File: src/rtl/activation_streamer.sv
// -----------------------------------------------------------------------------
// activation_streamer
//
// Source end of the accelerator activation interface. The host loads one N x N
// image into an internal buffer while the block is idle, then pulses start.
// The image is streamed in raster order, one pixel per cycle, on
// activation/ce. After the last pixel, ce stays high with activation = 0 until
// the accelerator raises end_op. A one-cycle done pulse then closes the frame.
// If end_op does not arrive within DRAIN_MAX drain cycles, the frame closes
// anyway and the sticky timeout flag is set. The next accepted start clears it.
//
// Optional feature (macro STREAMER_PAUSE_EN): adds a pause input. While pause
// is high in STREAM or DRAIN, ce drops and the pixel index, drain counter and
// activation are all frozen.
//
// Ports
//   clk         in   1    clock, rising edge
//   global_rst  in   1    asynchronous active-low reset
//   wr_en       in   1    host buffer write strobe (honoured only when idle)
//   wr_addr     in   AW   host write address, raster index 0..N*N-1
//   wr_data     in   DW   host write data
//   start       in   1    begin streaming (honoured only when idle)
//   end_op      in   1    accelerator end-of-frame flag (used only in drain)
//   pause       in   1    freeze streaming (only with STREAMER_PAUSE_EN)
//   activation  out  DW   pixel to accelerator
//   ce          out  1    accelerator clock enable / pixel valid
//   busy        out  1    high while streaming or draining
//   done        out  1    one-cycle pulse when the frame completes
//   timeout     out  1    sticky drain-timeout flag
// -----------------------------------------------------------------------------
module activation_streamer #(
    parameter int N         = 10,
    parameter int DW        = 16,
    parameter int AW        = 7,
    parameter int DRAIN_MAX = 255
) (
    input  logic          clk,
    input  logic          global_rst,
    input  logic          wr_en,
    input  logic [AW-1:0] wr_addr,
    input  logic [DW-1:0] wr_data,
    input  logic          start,
    input  logic          end_op,
`ifdef STREAMER_PAUSE_EN
    input  logic          pause,
`endif
    output logic [DW-1:0] activation,
    output logic          ce,
    output logic          busy,
    output logic          done,
    output logic          timeout
);

    localparam int NPIX = N * N;
    localparam int CW   = $clog2(DRAIN_MAX + 1);

    localparam logic [AW-1:0] LAST_IDX   = AW'(NPIX - 1);
    localparam logic [AW:0]   NPIX_EXT   = (AW + 1)'(NPIX);
    localparam logic [CW-1:0] DRAIN_LAST = CW'(DRAIN_MAX - 1);

    typedef enum logic [1:0] {
        ST_IDLE,
        ST_STREAM,
        ST_DRAIN,
        ST_DONE
    } state_t;

    state_t          state_q, state_d;
    logic [AW-1:0]   idx_q, idx_d;
    logic [CW-1:0]   drain_q, drain_d;
    logic            timeout_q, timeout_d;
    logic [DW-1:0]   act_p0;
    logic            act_ld;
    logic [AW-1:0]   rd_addr;
    logic [DW-1:0]   rd_data;
    logic            rd_ok;
    logic            wr_ok;
    logic            hold;

    logic [DW-1:0]   mem [NPIX];

`ifdef STREAMER_PAUSE_EN
    assign hold = pause;
`else
    assign hold = 1'b0;
`endif

    // Host writes land only while idle; out-of-range addresses are dropped.
    // Address checks are done one bit wider so 2**AW == N*N still works.
    assign wr_ok = wr_en && (state_q == ST_IDLE) && ({1'b0, wr_addr} < NPIX_EXT);
    assign rd_ok = ({1'b0, rd_addr} < NPIX_EXT);

    always_ff @(posedge clk) begin
        if (wr_ok) begin
            mem[wr_addr] <= wr_data;
        end
    end

    // Read data for the next pixel. A write in the start cycle to the address
    // being fetched is forwarded, so the new value is what gets streamed.
    always_comb begin
        rd_data = '0;
        if (rd_ok) begin
            rd_data = mem[rd_addr];
        end
        if (wr_ok && (wr_addr == rd_addr)) begin
            rd_data = wr_data;
        end
    end

    // Next-state logic. idx_q is the index of the pixel currently presented.
    always_comb begin
        state_d   = state_q;
        idx_d     = idx_q;
        drain_d   = drain_q;
        timeout_d = timeout_q;
        rd_addr   = idx_q + AW'(1);
        act_ld    = 1'b0;
        unique case (state_q)
            ST_IDLE: begin
                rd_addr = '0;
                if (start) begin
                    state_d   = ST_STREAM;
                    idx_d     = '0;
                    timeout_d = 1'b0;
                    act_ld    = 1'b1;
                end
            end
            ST_STREAM: begin
                if (!hold) begin
                    if (idx_q == LAST_IDX) begin
                        state_d = ST_DRAIN;
                        drain_d = '0;
                    end else begin
                        idx_d  = idx_q + AW'(1);
                        act_ld = 1'b1;
                    end
                end
            end
            ST_DRAIN: begin
                // end_op takes priority over the timeout on the same cycle.
                if (end_op) begin
                    state_d = ST_DONE;
                end else if (!hold) begin
                    if (drain_q == DRAIN_LAST) begin
                        state_d   = ST_DONE;
                        timeout_d = 1'b1;
                    end else begin
                        drain_d = drain_q + CW'(1);
                    end
                end
            end
            ST_DONE: begin
                state_d = ST_IDLE;
            end
            default: begin
                state_d = ST_IDLE;
            end
        endcase
    end

    // Stage p0: registered pixel fetch plus control state
    always_ff @(posedge clk or negedge global_rst) begin
        if (!global_rst) begin
            state_q   <= ST_IDLE;
            idx_q     <= '0;
            drain_q   <= '0;
            timeout_q <= 1'b0;
            act_p0    <= '0;
        end else begin
            state_q   <= state_d;
            idx_q     <= idx_d;
            drain_q   <= drain_d;
            timeout_q <= timeout_d;
            if (act_ld) begin
                act_p0 <= rd_data;
            end
        end
    end

    // Outputs decode straight from state so reset drops ce without a clock.
    assign busy       = (state_q == ST_STREAM) || (state_q == ST_DRAIN);
    assign ce         = busy && !hold;
    assign done       = (state_q == ST_DONE);
    assign timeout    = timeout_q;
    assign activation = (state_q == ST_STREAM) ? act_p0 : '0;

endmodule

File: config.mk
export PLATFORM = sky130hd
export DESIGN_NAME = activation_streamer
export DESIGN_NICKNAME = d
export VERILOG_FILES = /design/src/rtl/activation_streamer.sv
export SDC_FILE = /design/constraint.sdc
export NUM_CORES = 2
export LEC_CHECK = 0
export CAP_MARGIN = 25
export CORE_ASPECT_RATIO = 0.7
export CORE_UTILIZATION = 63
export DETAILED_ROUTE_END_ITERATION = 10
export PLACE_DENSITY = 0.8
export SLEW_MARGIN = 0
export SYNTH_ARGS = -nofsm -noshare
export SYNTH_HDL_FRONTEND = slang
export SYNTH_SLANG_ARGS = --single-unit
File: constraint.sdc
create_clock -name clk -period 3.2 [get_ports clk]
set_input_delay 0.64 -clock clk [delete_from_list [all_inputs] [get_ports clk]]
set_output_delay 0.64 -clock clk [all_outputs]
set_load 0.005 [all_outputs]
==> flow_metrics.env <==
export IMPL_grt_max_degree=102
export IMPL_grt_pass1_vias=37600
export IMPL_fin_skew_ns=0.0385
export IMPL_core_um2=100000
export IMPL_hold_violations=0
export IMPL_ant_nets=0
export IMPL_relSlewSlack_pct=25.8
export IMPL_instances_no_fill=5356
export IMPL_violations="design-rule violations, negative setup slack"
export IMPL_die_y_um=269
export IMPL_clkTransAtPathRegs_ns=0.07
export IMPL_synth_area_um2=64100
export IMPL_synth_xor_area_share_pct=0.145
export IMPL_clk_latency_ns=0.82
export IMPL_cts_tree="done"
export IMPL_outcome="complete, but fails checks"
export IMPL_drc=6
export IMPL_yosys_area_top_type="edfxtp_1"
export IMPL_ys_top_cells_by_area="edfxtp_1 (75%), mux4_2 (8.4%), nand2_1 (2.9%), mux2i_1 (2.6%), dfrtp_1 (1.3%)"
export IMPL_first_pass_iters=11
export IMPL_nFillCells=5034
export IMPL_gp_congestion=1.01
export IMPL_grt_usage_pct=36.8
export IMPL_ys_ff_latch=1634
export IMPL_routed_wl_um=191000
export IMPL_synth_fp_nets=3552
export IMPL_async_flop_share_pct=2.08
export IMPL_tns_ns=-0.206
export IMPL_first_iter_violations=7430
export IMPL_holdCritPathClass="in -> async"
export IMPL_synth_ff_type="edfxtp_1"
export IMPL_grt_overflow=0
export IMPL_cp_required_ns=3.89
export IMPL_die_x_um=383
export IMPL_cts_num_sinks=1634
export IMPL_rsz0062_at_grt="true"
export IMPL_synth_seq_area_share_pct=76.3
export IMPL_synthAdderAreaFrac_pct=0.156
export IMPL_crit_path_end_kind="register"
export IMPL_synth_top_family_by_area="multiplexers"
export IMPL_critPathArrivalTime_ns=3.96
export IMPL_drive_gt1_share_pct=23.5
export IMPL_dp_hpwl_um=110000
export IMPL_start_util_pct=63.8
export IMPL_die_area_um2=103000
export IMPL_synth_edf_count=1600
export IMPL_worstMarginPinSlew_ns=1.11
export IMPL_whs_ns=0.242
export IMPL_synth_simple_area_share_pct=5.55
export IMPL_synth_mux_area_share_pct=11.2
export IMPL_final_nets=3942
export IMPL_critical_path_class="reg -> reg"
export IMPL_p_per_area_nw_per_um2=906
export IMPL_syn2layout_area_growth_pct=17.1
export IMPL_antenna_found_initial=4
export IMPL_maxCapViolations=0
export IMPL_io_buffers=47
export IMPL_setup_slack_ns=-0.0676
export IMPL_routedWlPerCell_um=35.7
export IMPL_slew_viol_final=0
export IMPL_fmax_ghz=0.306
export IMPL_ir_worst_vdd_uv=647
export IMPL_via_per_inst=7.21
export IMPL_final_cell_mix="edfxtp_1 (1600), nand2_1 (492), buf_4 (257), mux4_2 (238), mux2i_1 (165)"
export IMPL_synth_compound_area_share_pct=4.76
export IMPL_grt_pass1_wl_um=265000
export IMPL_cp_start_kind="register"
export IMPL_syn_area_per_cell_um2=18.2
export IMPL_vias=38600
export IMPL_rows=97
export IMPL_cts_root_buf="clkbuf_16"
export IMPL_dp_cells=5074
export IMPL_critPathMaxFanout=26
export IMPL_synthCells=3516
export IMPL_cts_made_buffers=144
export IMPL_pin_count=48
export IMPL_final_common_cell="edfxtp_1"
export IMPL_htreeDepth=4
export IMPL_finalCritPeriodShare_pct=102
export IMPL_ys_types=70
export IMPL_clockBufferDepth=3
export IMPL_dpl_worst_slack_ns=-0.215
export IMPL_finalSetupViolations=6
export IMPL_synth_top_cell_area_share_pct=75.0
export IMPL_power_leakage_nw=24.4
export IMPL_final_min_clock_period_ns=3.27
export IMPL_utilization_pct=74.8
export IMPL_ys_warn_count=0
routing by layer:
layer	global-route usage [%]	share of wire, %	wire, um	up-vias
met1	50.3	34	64200	19200
met3	12.5	17	32000	636
li1	-	-	-	14900
met5	0	0.050	95	-
met4	16.6	4.6	8880	10
met2	54.5	45	86200	3879
registers in the layout, summed over array words and instances, names as in the netlist:
register,count
idx_q,7
drain_q,8
timeout,1
act_p0,16
mem,1600
state_q,2
through the flow:
| step | total power [mW] | instance area [um2] |
|---|---|---|
| floorplan | 38.4 | 64100 |
| global placement | 47.6 | 69700 |
| detailed placement | 48.1 | 69700 |
| CTS | 65.8 | 74400 |
| global route | 69.2 | 75000 |
| finish | 68.0 | 75000 |
kinds of logic after synthesis:
logic type,Yosys count
and+or+nand+nor,835
muxes,414
AOI/OAI and AO/OA,400
buffers and inverters,217
xor gates and xnor gates,8
DFF,1634
adders and majority gates,8
worst max-delay path, stage by stage, from the launching register on:
cell and delay [ns]:
dfrtp_1 0.38, inv_1 0.12, ha_4 0.21, buf_4 0.16, inv_2 0.10, buf_4 0.16
a21oi_4 0.08, buf_12 0.17, buf_6 0.21, a222oi_1 0.52, a22oi_1 0.21, buf_4 0.20
nor2_1 0.10, o221ai_1 0.14, o31ai_1 0.33
final cells by class:
cell class / instances / area [um2] / area share (%)
sequential: 1634 / 48900 / 65.2
antenna: 3 / 7.51 / 0.0100
timing repair buffer: 454 / 5580 / 7.43
clock buffer: 190 / 3840 / 5.12
tap: 1336 / 1670 / 2.23
inverter: 7 / 26.3 / 0.0350
multi-input combinational: 1665 / 14300 / 19.1
clock inverter: 67 / 664 / 0.886
path summary, 6_finish.rpt:
check                            from    endpoint  cells after the start  slack (ns)
max                        state_q[0]   act_p0[1]                     14       -0.07
min                        global_rst     timeout                      2        0.24
max reg2reg                state_q[0]   act_p0[1]                     14       -0.07
min reg2reg                drain_q[6]  drain_q[6]                      1        0.52
max in group asynchronous  global_rst    idx_q[5]                      3        2.42
min in group clk           wr_data[5]  mem[64][5]                      1        0.25
power breakdown:
part	switching [mW]	internal, mW
clock network	7.96	9.32
registers	0.130	23.7
logic	15.8	11.1
total	23.9	44.1
Yosys cell counts (all sizes together) (4+ instances only):
master	number
edfxtp	1600
nand2	493
mux4	238
mux2i	168
buf	149
nor2	136
nand3	123
a32oi	92
a31oi	65
clkbuf	61
a22oi	43
o21ai	43
o211ai	39
dfrtp	34
and3	23
a21oi	21
and2	19
o31ai	15
o22ai	14
o221ai	13
a221oi	12
a2111oi	11
a222oi	11
nor2b	11
or3	9
ha	8
mux2	8
inv	7
nand4	6
xnor2	5
nand2b	4
nor3	4
repair_timing:
| action | 4_1_cts | 5_1_grt |
|---|---|---|
| endpoints found under the setup margin | 32 | 23 |
| gates resized for setup | 31 | 49 |
| hold buffers | 1 | 0 |
| cloned | 2 | 5 |
| endpoints found under the hold margin | 1 | 0 |
| pin swaps | 4 | 20 |
| setup buffers | 0 | 12 |
Note: power is estimated with default switching activity, not from simulation.
